==> config.mk <==
export PLATFORM = sky130hd
export DESIGN_NAME = pc_gen
export DESIGN_NICKNAME = d
export VERILOG_FILES = /design/src/rtl/pc_gen.sv
export SDC_FILE = /design/constraint.sdc
export NUM_CORES = 1
export LEC_CHECK = 0
export CORE_ASPECT_RATIO = 0.9
export CORE_UTILIZATION = 56
export DETAILED_ROUTE_END_ITERATION = 16
export DONT_BUFFER_PORTS = 1
export GPL_TIMING_DRIVEN = 1
export HOLD_SLACK_MARGIN = 0.1
export PLACE_DENSITY_LB_ADDON = 0.1
export SETUP_SLACK_MARGIN = 0.15
export SLEW_MARGIN = 20
export SYNTH_ARGS = -nofsm -noshare
export SYNTH_HDL_FRONTEND = slang
export SYNTH_SLANG_ARGS = --single-unit
==> constraint.sdc <==
create_clock -name clk_in -period 2.4 [get_ports clk_in]
set_clock_uncertainty 0.1 [all_clocks]
set_input_delay 0.12 -clock clk_in [delete_from_list [all_inputs] [get_ports clk_in]]
set_output_delay 0.12 -clock clk_in [all_outputs]
set_load 0.05 [all_outputs]
==> src/rtl/pc_gen.sv <==
// IF-stage program counter with optional direct-mapped BTB (enable with PC_GEN_BTB_EN).
// pc_out/ce_out registered, 1-cycle redirect; rdy_in low freezes all state, stall[0] holds the PC.
module pc_gen #(
  parameter int              ADDR_W    = 32,
  parameter logic [ADDR_W-1:0] RESET_PC = '0,
  parameter int              BTB_DEPTH = 16
) (
  input  logic              clk_in,
  input  logic              rst_in,
  input  logic              rdy_in,
  input  logic [5:0]        stall,
  input  logic              redirect_in,
  input  logic [ADDR_W-1:0] redirect_addr_in,
  input  logic              upd_en_in,
  input  logic [ADDR_W-1:0] upd_pc_in,
  input  logic [ADDR_W-1:0] upd_target_in,
  input  logic              upd_taken_in,
  output logic [ADDR_W-1:0] pc_out,
  output logic              ce_out,
  output logic              pred_taken_out
);

  localparam int IDX_W = $clog2(BTB_DEPTH);
  localparam int TAG_W = ADDR_W - IDX_W - 2;

  logic              hit;
  logic [ADDR_W-1:0] pred_target;
  logic [ADDR_W-1:0] next_seq;
  logic              unused_stall;

  assign unused_stall = ^stall[5:1];

`ifdef PC_GEN_BTB_EN
  logic [BTB_DEPTH-1:0] btb_vld;
  logic [TAG_W-1:0]     btb_tag [BTB_DEPTH];
  logic [ADDR_W-1:0]    btb_tgt [BTB_DEPTH];

  logic [IDX_W-1:0] lk_idx;
  logic [TAG_W-1:0] lk_tag;
  logic [IDX_W-1:0] up_idx;
  logic [TAG_W-1:0] up_tag;
  logic             unused_upd_lsb;

  assign lk_idx         = pc_out[IDX_W+1:2];
  assign lk_tag         = pc_out[ADDR_W-1:IDX_W+2];
  assign up_idx         = upd_pc_in[IDX_W+1:2];
  assign up_tag         = upd_pc_in[ADDR_W-1:IDX_W+2];
  assign unused_upd_lsb = ^upd_pc_in[1:0];

  assign hit         = btb_vld[lk_idx] && (btb_tag[lk_idx] == lk_tag);
  assign pred_target = btb_tgt[lk_idx];

  always_ff @(posedge clk_in) begin
    if (!rst_in) begin
      btb_vld <= '0;
    end else if (rdy_in && upd_en_in) begin
      if (upd_taken_in) begin
        btb_vld[up_idx] <= 1'b1;
      end else if (btb_tag[up_idx] == up_tag) begin
        // Not-taken only invalidates our own entry; an aliasing branch must not evict it.
        btb_vld[up_idx] <= 1'b0;
      end
    end
  end

  // Tag/target need no reset: they are qualified by btb_vld.
  always_ff @(posedge clk_in) begin
    if (rst_in && rdy_in && upd_en_in && upd_taken_in) begin
      btb_tag[up_idx] <= up_tag;
      btb_tgt[up_idx] <= upd_target_in;
    end
  end
`else
  logic unused_upd;

  assign unused_upd  = ^{upd_en_in, upd_pc_in, upd_target_in, upd_taken_in};
  assign hit         = 1'b0;
  assign pred_target = '0;
`endif

  assign pred_taken_out = hit & ce_out;
  assign next_seq       = hit ? pred_target : pc_out + ADDR_W'(4);

  always_ff @(posedge clk_in) begin
    if (!rst_in) begin
      pc_out <= RESET_PC;
      ce_out <= 1'b0;
    end else if (rdy_in) begin
      ce_out <= 1'b1;
      if (!ce_out) begin
        pc_out <= RESET_PC;
      end else if (redirect_in) begin
        pc_out <= redirect_addr_in;
      end else if (!stall[0]) begin
        pc_out <= next_seq;
      end
    end
  end

endmodule

==> results.txt, run 1 <==
* Status: finished clean
- Launch instance of the worst min-delay path: redirect_in
* Non-Filler Instances: around 390
* Vias in the first global route: 2355
- In this run, synthesis inferred 0 flip-flops with an integrated enable.
* Worst ir drop on vdd: about 0.32 mV
- Counting tap cells, the placed design contains a total of ~350 instances.
* Netlist cell types: 60
- Setup TNS: 0 ns
- GR met3 Demand/Resource: a little over a tenth
- Total power per unit cell area: ~420 nW/um^2
- First drt pass iteration count: 5
* Routed via count: roughly 2600
- Share of final-layout standard cells stronger than drive strength 1: around 18%
- Highest-count cells in the layout ignoring fill and taps: 41 x dlygate4sd3_1, 34 x buf_4, 31 x dfxtp_1, 28 x nor2_1, 22 x o21ai_0
- Setup slack on the worst reg-to-reg path comes out at ~0.27 ns.
- Drt initial violations: 237
- Met2 capacity usage during global routing: 56.16%
- Clock tree synthesis inserted a total of 5 buffers.
* Most prevalent standard cell on the critical path: buf_4
* Syn Std Cell Area: 2237 um^2
- Clock tree from TritonCTS: done
- For this run, design rule violations remaining after detail routing come to 0.
* Launching point of the worst reg2reg path: ce_out$_SDFFE_PN0P_
- GP Congestion: roughly 0.87
- Compared with the post-synthesis result, the final layout area differs by 32.21%.
* Total routing usage reported by global routing: between 30 and 40%
* Number of antenna violations at the first check in global routing: 0
* Effective utilization at floorplan: about three fifths
- The number of hold violations in the final report was 0.
- RSZ-0062 raised after global routing: false
* Hold Path Sink: pc_out[2]$_SDFFE_PN0P_
- Subtracting the final worst setup slack from the clock period gives ~2.1 ns.
- The Yosys step of the flow raised 0 warnings.
- Buffer depth of the longest clock path: 2
- Port buffering added 0 buffers.
- The library cell used most frequently in the layout, excluding fill and tap cells, is dlygate4sd3_1.
* IO Count: about 140
* Wire length per cell: ~19 um
- Residual overflow from global routing: 0
* Signal arrival time at the worst endpoint: 2.26 ns
- At the worst endpoint, the required time is between 2 and 3 ns.
- The worst register-to-register path has a depth of 7.
* Standby leakage power: approximately 1.1 nW
* Detail Route Antenna Nets: 0
* CTS sink count: 33
- In this run the number of H-tree levels came out at 2.
* Floorplan row count: 21
- The largest individual stage delay along the critical path comes from the cell dlygate4sd3_1.
- The cell family contributing the most delay on the critical path is buffers and inverters.
* Mean number of vias per cell: around 6.6
- Instance count along the most critical hold path: 5
* Final worst path period share: between 80% and 90%
* Final-stage net count: roughly 460
- Wires add up to around 7400 um.
- In this run the mean area of a mapped cell was between 7 and 8 um^2.
- Of all flip-flops after synthesis, the portion carrying an async set or reset was 0%.
- Minimum setup slack in the final design: 0.2718 ns
- Pin count of the biggest net entering global routing: 31
- Kind of end point of the critical path: register
* Transition time at the pin with the least slew margin: roughly 0.63 ns
* Worst slew margin: between 50% and 60%
- Overall die width: 68.63 um
* Post-detail-place hpwl: about 4700 um
* Cell at the root of the clock tree: clkbuf_8
- The worst setup path is of the reg2reg kind.
- Nature of the critical path startpoint: register
- The worst register-to-register path ends at pc_out[7]$_SDFFE_PN0P_.
- Cells along the critical path: buf_4 -> nand2b_2 -> o21ai_1 -> buf_4 -> o211ai_1 -> o21ai_0 -> dlygate4sd3_1
- Clock transition at the registers of the reported paths: around 0.07 ns
- Timing analysis after detailed placement gives a worst setup slack of 0.3179 ns.
- Yosys reg bits: 33
* Die area: approximately 4300 um^2
* Core region area: ~3800 um^2
- Number of buffers and inverters on the critical path: 3
- Share of synthesized area occupied by flip-flops and latches: between 20 and 30%
- Post CTS Setup Buffer Count: 0
- Delay of the slowest cell on the worst path: roughly 0.56 ns
* Vertical die dimension: between 60 and 70 um
- Number of max-slew violations in the final report: 0
* Class of the worst hold path: in2reg
* Wire length of the first global-routing pass: about 11000 um
- Number of antenna repair diodes: 0
- Based on the critical path, the design can be clocked at up to roughly 0.47 GHz.
* Clock latency at the later pin of the worst-skew pair: about 0.29 ns
* Synthesized net count: between 300 and 400
- Setup-violating endpoint count in the final report: 0
- CP max FO: 8
* Gate Count Post-Synth: roughly 280
- For met1 alone, demand over resource in global routing was between 40% and 50%.
- Most common flop cell mapped by yosys: dfxtp_1
- Max-cap violations in this run came to 0.
- Grt peak-use layer: met2
==> cell families (layout without fill, tap and decap cells) <==
| logic type | count (synthesis) | count (layout) | share of synthesized area [%] |
|---|---|---|---|
| AND/OR/NAND/NOR | 111 | 111 | 28.97 |
| adder cells (fa/ha/maj) | 1 | 1 | 0.5592 |
| other | 1 | 1 | 0.1676 |
| flip-flops | 33 | 33 | 29.53 |
| multiplexers | 1 | 1 | 0.5033 |
| XOR/XNOR | 11 | 11 | 4.306 |
| AO/OA/AOI/OAI | 97 | 97 | 29.31 |
| buffers and inverters | 28 | 93 | 6.655 |
==> report_power, final <==
part,total (mW),internal (mW),switching (mW)
logic,0.245,0.101,0.144
registers,0.574,0.560,0.0135
clock network,0.432,0.228,0.205
==> area by class of cell <==
| cell class | count | area (um^2) |
|---|---|---|
| Clock buffer | 7 | 86.33 |
| Fill cell | 293 | 825.8 |
| Inverter | 10 | 37.54 |
| Multi-Input combinational cell | 222 | 1435 |
| Sequential cell | 33 | 663.1 |
| Tap cell | 46 | 57.56 |
| Timing Repair Buffer | 76 | 678.2 |
==> sequential cells by signal, summed over array words and instances (netlist names) <==
name / count
ce_out: 1
pc_out: 32
==> cell usage after synthesis (all sizes together), types with 3 or more instances <==
| cell | instances | area, um^2 |
|---|---|---|
| inv | 10 | 37.53 |
| a31oi | 3 | 18.77 |
| xnor2 | 6 | 52.55 |
| nor2 | 28 | 105.1 |
| buf | 9 | 52.54 |
| o21a | 3 | 22.52 |
| nand2 | 17 | 66.32 |
| o22ai | 12 | 75.07 |
| xor2 | 5 | 43.79 |
| nor3 | 7 | 35.03 |
| a41o | 3 | 30.03 |
| dfxtp | 33 | 660.6 |
| a32oi | 5 | 43.79 |
| a2bb2oi | 4 | 35.03 |
| clkbuf | 8 | 50.05 |
| a22oi | 14 | 105.1 |
| and4 | 6 | 55.05 |
| nand3 | 20 | 105.1 |
| nand4 | 6 | 52.55 |
| a21oi | 15 | 75.07 |
| and3 | 4 | 26.28 |
| nor4 | 11 | 108.9 |
| o21ai | 23 | 115.1 |
==> through the flow <==
stage	hold slack [ns]	total power, mW	utilization, %	cell area, um^2
after global placement	0.1380	0.7548	64.52	2441
after floorplan	0.1719	0.7302	-	2240
after CTS	0.1017	1.241	77.65	2938
after global routing	0.1006	1.297	78.17	2958
final	0.1108	1.251	78.17	2958
after detailed placement	0.1559	0.7574	64.52	2441
==> metal layers <==
metal / wire [um] / part of all wire, %
met1: 3291 / 44
met2: 3329 / 45
met3: 682 / 9.2
met4: 129 / 1.7
met5: 0 / 0
==> repair_timing <==
action                                  4_1_cts  5_1_grt
endpoints found under the setup margin        0        6
resized for setup                             0        3
hold endpoints to repair                     33        1
hold buffers                                 41        1
==> how the worst max path moves through the flow <==
stage                                       from                      end  slack [ns]  cells past startpoint
after floorplan           pc_out[4]$_SDFFE_PN0P_  pc_out[20]$_SDFFE_PN0P_        0.24                      5
after global placement    pc_out[2]$_SDFFE_PN0P_  pc_out[20]$_SDFFE_PN0P_        0.31                      6
after detailed placement  pc_out[2]$_SDFFE_PN0P_  pc_out[20]$_SDFFE_PN0P_        0.32                      6
after CTS                                 rdy_in   pc_out[4]$_SDFFE_PN0P_        0.19                      7
after global routing         ce_out$_SDFFE_PN0P_   pc_out[7]$_SDFFE_PN0P_        0.19                      7
final                        ce_out$_SDFFE_PN0P_   pc_out[7]$_SDFFE_PN0P_        0.27                      7
==> worst register-to-register path, delay by kind of cell (launching register included) <==
family	cells	cell delay [ns]
buffers and inverters	3	1.03
AOI/OAI and AO/OA	3	0.40
and+or+nand+nor	1	0.17
DFF	1	0.38
Power figures use the tool's default switching activity.
==> run 2: changes to the inputs <==
==> constraint.sdc (replaced) <==
create_clock -name clk_in -period 2.58 [get_ports clk_in]
set_clock_uncertainty 0.1 [all_clocks]
set_input_delay 0.129 -clock clk_in [delete_from_list [all_inputs] [get_ports clk_in]]
set_output_delay 0.129 -clock clk_in [all_outputs]
set_load 0.05 [all_outputs]
==> run 2 against run 1 <==
  * Setup slack got worse by 0.0093 ns
  * Worst hold slack got worse by 0.012 ns
  * Sequential power fell by 7.1%
  * Global-route usage rose by 0.33 points
  * Register-to-register slack barely moved
  * Clock power rose by 3%
  * Utilization fell by 0.79 points
  * Largest power group unchanged
==> results.txt, run 2 (synthesis results as in run 1) <==
- Signal arrival time at the worst endpoint: 2.43 ns (+0.17 ns)
- Setup TNS: 0 ns (unchanged)
* Most frequent standard cell in the layout excluding fill and tap cells: dlygate4sd3_1
- Worst ir drop on vdd: 0.2969 mV (-7.6%)
- The normalized max-slew margin is 41.25% (-17 points).
- The largest registers in the layout are pc_out (32), ce_out (1).
- Counting flops per register, the top entry is pc_out.
* Mean number of vias per cell: 6.849 (+3.7%)
* Max reg flops: 32 (unchanged)
- Effective utilization at floorplan: 59.13% (unchanged)
* Class of the worst hold path: in2reg
- Clock latency at the later pin of the worst-skew pair: 0.29 ns (about the same)
- The run finished with clean final reports.
- Wire length of the first global-routing pass: 11260 um (+0.80%)
- The largest driver fanout on the critical path is 5 (-3).
- The number of non-filler instances in the completed layout came to 391 (-0.76%).
* Number of buffer cells added on primary ports: 0 (unchanged)
- The global-route track usage on met3 came to 9.489% (-1.5 points).
* Routed via count: 2678 (+2.9%)
* Number of antenna repair diodes: 0 (unchanged)
- The I/O pin count was 142 (unchanged).
- The top achievable clock speed came to 0.4315 GHz (-8.2%).
- The met2 track demand over resource is 57.70% (+1.5 points).
* Total placed cells including tap cells: 344 (-0.29%)
- The proportion of layout cells with a drive suffix above 1 came to 17.39% (-0.42 points).
* Max cap viols: 0 (unchanged)
- Post-route DRC violation count: 0 (unchanged)
- CTS sink count: 33 (unchanged)
* Drt initial violations: 299 (+26%)
* Clock transition at the registers of the reported paths: 0.07 ns (about the same)
- Die area: 4252 um^2 (unchanged)
- The total leakage power was 1.046 nW (-0.99%).
* Pin count of the biggest net entering global routing: 29 (-6.5%)
* Post-layout utilization of the core: 77.38% (-0.79 points)
- The worst setup path is launched from a register.
- Number of antenna violations at the first check in global routing: 0 (unchanged)
- Final worst path period share: 89.83% (+1.2 points)
- Total routing usage reported by global routing: 36.74% (+0.33 points)
- Highest-count cells in the layout ignoring fill and taps: 38 x dlygate4sd3_1, 33 x dfxtp_1, 33 x buf_4, 28 x nor2_1, 22 x o21ai_0
- TritonCTS built the clock tree.
* Detail Route Antenna Nets: 0 (unchanged)
- Syn-to-layout area delta: 30.87%
- CTS H-tree depth: 2 (unchanged)
* Met1 global-route usage: 47.67% (-1.1 points)
- Setup repair after global routing left no endpoint under its margin.
- Final-stage net count: 453 (-0.88%)
- Number of max-slew violations in the final report: 0 (unchanged)
- The power density relative to cell area came to 411.5 nW/um^2 (-2.7%).
- The die height was 61.96 um (unchanged).
- DRT Wirelength: 7474 um (+0.57%)
- Overall die width: 68.63 um (unchanged)
- The number of buffers created by CTS was 5 (unchanged).
- The detail-routed net length per standard cell is 19.12 um (+1.3%).
* Transition time at the pin with the least slew margin: 0.8812 ns (+0.2538 ns)
- The required arrival time at the worst endpoint was 2.69 ns (+0.16 ns).
- The first-pass detailed-route iteration total is 7 (+2).
- After global routing, the most crowded layer is met2.
- Cell at the root of the clock tree: clkbuf_8
- The global route total overflow came to 0 (unchanged).
* Critical path start-end classification: reg2reg
* GP Congestion: 0.8512 (-2.7%)
- STA classifies the critical path endpoint as a register.
- Post-detail-place hpwl: 4719 um (+0.24%)
* Setup-violating endpoint count in the final report: 0 (unchanged)
* Core region area: 3784 um^2 (unchanged)
- Number of hold violations in the final report: 0 (unchanged)
* Min Clock Period, post-route: 2.318 ns (+0.1893 ns)
- Floorplan row count: 21 (unchanged)
* Vias in the first global route: 2405 (+2.1%)
- Buffer depth of the longest clock path: 2 (unchanged)
run 2: report_power, final:
group          switching (mW)  internal [mW]  leakage (nW)
Clock                   0.205          0.241        0.0542
Sequential             0.0126          0.521         0.267
Combinational           0.135         0.0898         0.724
Total                   0.353          0.852          1.05
run 2: cell type report:
cell class	count	area (um^2)
fill	282	855.8
inverter	10	37.54
clock inverter	1	5.005
timing repair buffer	72	640.6
tap	46	57.56
multi-input combinational	222	1430
clock buffer	7	96.34
sequential	33	660.6
run 2: worst max-delay path: stages, from the launching register on:
cell and delay (ns):
dfxtp_1 0.34, ha_1 0.22, nand3_1 0.26, nor2_1 0.40, a32oi_1 0.17, dlygate4sd3_1 0.60
o22ai_1 0.14
run 2: through the flow:
step           hold slack [ns]  power [mW]  area, um^2  setup slack [ns]
2_1_floorplan           0.1809      0.6790        2237            0.2403
3_3_place_gp            0.1467      0.7024        2431            0.4554
3_5_place_dp            0.1570      0.7048        2431            0.4338
4_1_cts                 0.1040       1.194        2923            0.1820
5_1_grt                 0.1208       1.241        2928            0.1831
6_report               0.09856       1.205        2928            0.2624
run 2: final timing paths:
path	startpoint	endpoint	slack, ns	depth (start not counted)
setup reg to reg	pc_out[2]$_SDFFE_PN0P_	pc_out[10]$_SDFFE_PN0P_	0.26	6
setup / recovery	pc_out[2]$_SDFFE_PN0P_	pc_out[10]$_SDFFE_PN0P_	0.26	6
hold / removal	redirect_addr_in[3]	pc_out[3]$_SDFFE_PN0P_	0.1	3
hold reg to reg	pc_out[21]$_SDFFE_PN0P_	pc_out[21]$_SDFFE_PN0P_	0.44	2
run 2: repair_timing:
item / CTS / global route
hold buffers: 39 / 0
endpoints found under the hold margin: 33 / 0
buffers inserted: 0 / 0
setup endpoints to repair: 0 / 2
resized for setup: 0 / 2
run 2: routing by layer:
layer  wire length, um  vias up
met2              3389      179
met1              3166     1271
met3               795       23
li1                  -     1205
met5                 0        -
met4               122        0
==> run 3: changes to the inputs <==
--- a/config.mk
+++ b/config.mk
@@ -5,8 +5,10 @@
 export SDC_FILE = /design/constraint.sdc
 export NUM_CORES = 1
 export LEC_CHECK = 0
+export CELL_PAD_IN_SITES_DETAIL_PLACEMENT = 1
+export CELL_PAD_IN_SITES_GLOBAL_PLACEMENT = 1
 export CORE_ASPECT_RATIO = 0.9
-export CORE_UTILIZATION = 56
+export CORE_UTILIZATION = 46
 export DETAILED_ROUTE_END_ITERATION = 16
 export DONT_BUFFER_PORTS = 1
 export GPL_TIMING_DRIVEN = 1
==> run 3 against run 2 <==
  * Wire length rose by 30%
  * Register-to-register slack got worse by 0.03 ns
  * Non-clock buffer count rose by 2
  * Critical path type unchanged
  * Highest routed layer unchanged
  * Critical endpoint is now pc_out[11]$_SDFFE_PN0P_
==> results.txt, run 3 (synthesis results as in run 1) <==
* Vertical die dimension: 68.16 um (+10%)
- Drt initial violations: 230 (-23%)
- The top achievable clock speed came to 0.4255 GHz (-1.4%).
- The count of input and output buffers was 0 (unchanged).
- The H-tree level count came to 2 (unchanged).
- GP Congestion: 0.8901 (+4.6%)
- The clock slew at the register clock pins of the worst setup and hold paths was 0.07 ns (about the same).
- Launching point of the worst reg2reg path: ce_out$_SDFFE_PN0P_
- Highest-count cells in the layout ignoring fill and taps: 40 x dlygate4sd3_1, 34 x buf_4, 33 x dfxtp_1, 27 x nor2_1, 22 x o21ai_0
* Top register by number of flip-flops: pc_out
- The flip-flop count of the largest register, all copies and words added is 32 (unchanged).
- Number of hold violations in the final report: 0 (unchanged)
- The endpoint identified for the worst register-to-register timing path is pc_out[11]$_SDFFE_PN0P_.
- The maximum vdd drop came to 0.2831 mV (-4.6%).
* Cell count of the worst reg-to-reg path: 6 (unchanged)
* DRT Wirelength: 9720 um (+30%)
* Syn-to-layout area delta: 32.10%
- Die area: 5147 um^2 (+21%)
- First drt pass iteration count: 4 (-3)
- The total placed instance area came to 2459 um^2 (+1.1%).
* Total power per unit cell area: 395.3 nW/um^2 (-3.9%)
- The arrival time reported for the critical path endpoint came to 2.48 ns (+0.05 ns).
- Nature of the critical path startpoint: register
- The path class of the tightest hold or removal check is in2reg.
- Number of antenna repair diodes: 0 (unchanged)
- Share of final-layout standard cells stronger than drive strength 1: 17.87% (+0.48 points)
- The total leakage power came to 1.033 nW (-1.3%).
* CP max FO: 12 (+7)
- Cts bufs inserted: 5 (unchanged)
- Setup repair after global routing left no endpoint under its margin.
- Number of antenna violations at the first check in global routing: 0 (unchanged)
- Setup TNS: 0 ns (unchanged)
- The core footprint came to 4547 um^2 (+20%).
* Critical path start-end classification: reg2reg
- The via count of the first global-routing pass is 2865 (+19%).
- The number of failing setup endpoints in the final timing report is 0 (unchanged).
* Destination of the critical timing path: pc_out[11]$_SDFFE_PN0P_
- The remaining antenna violation count is 0 (unchanged).
- Effective utilization at floorplan: 49.20% (-9.9 points)
- The period utilization is 91.08% (+1.3 points).
- The global-route usage over all layers came to 38.94% (+2.2 points).
- The detail-routed net length per standard cell was 23.77 um (+24%).
* Worst slew margin: 36.42% (-4.8 points)
- Launching element of the worst setup path: ce_out$_SDFFE_PN0P_
- Overall die width: 75.51 um (+10%)
- The final count of pins violating max slew came to 0 (unchanged).
* Final-stage net count: 455 (+0.44%)
* Pin count of the biggest net entering global routing: 29 (unchanged)
* Post CTS Setup Buffer Count: 0 (unchanged)
* Final cell area excluding filler cells: 2955 um^2 (+0.94%)
- Min Clock Period, post-route: 2.350 ns (+0.03240 ns)
* Floorplan row count: 23 (+9.5%)
- The estimated wirelength of the detail-placed design was 5845 um (+24%).
* Mean number of vias per cell: 6.802 (-0.69%)
* Flop2flop setup slack: 0.23 ns (-0.03 ns)
- Status: finished clean
- TritonCTS built the clock tree.
- The max-cap check violation count was 0 (unchanged).
* Post-route DRC violation count: 0 (unchanged)
- CTS sink count: 33 (unchanged)
- The I/O pin count was 142 (unchanged).
* Required @ worst endpoint: 2.71 ns (+0.02 ns)
- Largest registers ranked by flip-flop count: pc_out (32), ce_out (1)
- Transition time at the pin with the least slew margin: 0.9505 ns (+0.06929 ns)
- Wire length of the first global-routing pass: 14690 um (+30%)
* Buffer depth of the longest clock path: 2 (unchanged)
- The global route total overflow is 0 (unchanged).
* Clock latency at the later pin of the worst-skew pair: 0.29 ns (about the same)
- Leaving out fill and tap cells, the most frequent cell in the layout is dlygate4sd3_1.
* Kind of end point of the critical path: register
- In this run the clock root is driven by a clkbuf_8.
- The overall via count from detail_route was 2782 (+3.9%).
- The filler cell count in the final layout came to 586 (+110%).
==> run 3: metrics by stage <==
stage / utilization (%) / setup slack (ns) / hold WS, ns / cells / power, mW
6_report: 65.00 / 0.2300 / 0.1073 / 409 / 1.168
5_1_grt: 65.00 / 0.1566 / 0.1379 / 409 / 1.196
4_1_cts: 64.42 / 0.2154 / 0.1041 / 408 / 1.148
3_5_place_dp: 54.07 / 0.4236 / 0.1592 / 361 / 0.7102
3_3_place_gp: 54.07 / 0.4604 / 0.1479 / 361 / 0.7045
2_1_floorplan: - / 0.2403 / 0.1809 / 283 / 0.6790
==> run 3: how the worst min path moves through the flow <==
stage,startpoint,to,slack (ns),cells past startpoint
floorplan,redirect_addr_in[23],pc_out[23]$_SDFFE_PN0P_,0.18,2
global placement,rdy_in,ce_out$_SDFFE_PN0P_,0.15,2
detailed placement,rdy_in,ce_out$_SDFFE_PN0P_,0.16,2
CTS,redirect_addr_in[3],pc_out[3]$_SDFFE_PN0P_,0.10,3
global route,stall[0],pc_out[15]$_SDFFE_PN0P_,0.14,3
finish,redirect_addr_in[23],pc_out[23]$_SDFFE_PN0P_,0.11,4
==> run 3: metal layers <==
metal | vias to the layer above | wire, um | GRT usage, %
li1 | 1208 | - | -
met1 | 1390 | 3919 | 48.53
met2 | 160 | 4770 | 65.96
met3 | 24 | 868 | 8.837
met4 | 0 | 161 | 13.43
met5 | - | 0 | 0
==> run 3: timing repair <==
item                                    in CTS  in global routing
endpoints found under the setup margin       0                  3
hold endpoints to repair                    32                  1
hold buffers                                39                  1
resized for setup                            0                  5
==> run 3: report_power, final <==
| group | switching (mW) | internal, mW | total (mW) |
|---|---|---|---|
| logic | 0.147 | 0.0911 | 0.238 |
| clock network | 0.204 | 0.192 | 0.396 |
| registers | 0.0135 | 0.521 | 0.534 |
| total | 0.364 | 0.804 | 1.17 |
==> run 3: cell type report <==
class | count | area, um^2 | area share (%)
Clock buffer | 8 | 80.08 | 2.710
Sequential cell | 33 | 660.6 | 22.35
Tap cell | 62 | 77.57 | 2.625
Inverter | 10 | 37.54 | 1.270
Multi-Input combinational cell | 222 | 1444 | 48.86
Timing Repair Buffer | 74 | 655.6 | 22.18
==> run 3: worst max-delay path, stage by stage (launching register included) <==
cell and delay (ns):
dfxtp_1 0.44, nand2b_1 0.29, o21ai_2 0.37, buf_4 0.28, o211ai_1 0.13, o21ai_0 0.12, dlygate4sd3_1 0.57
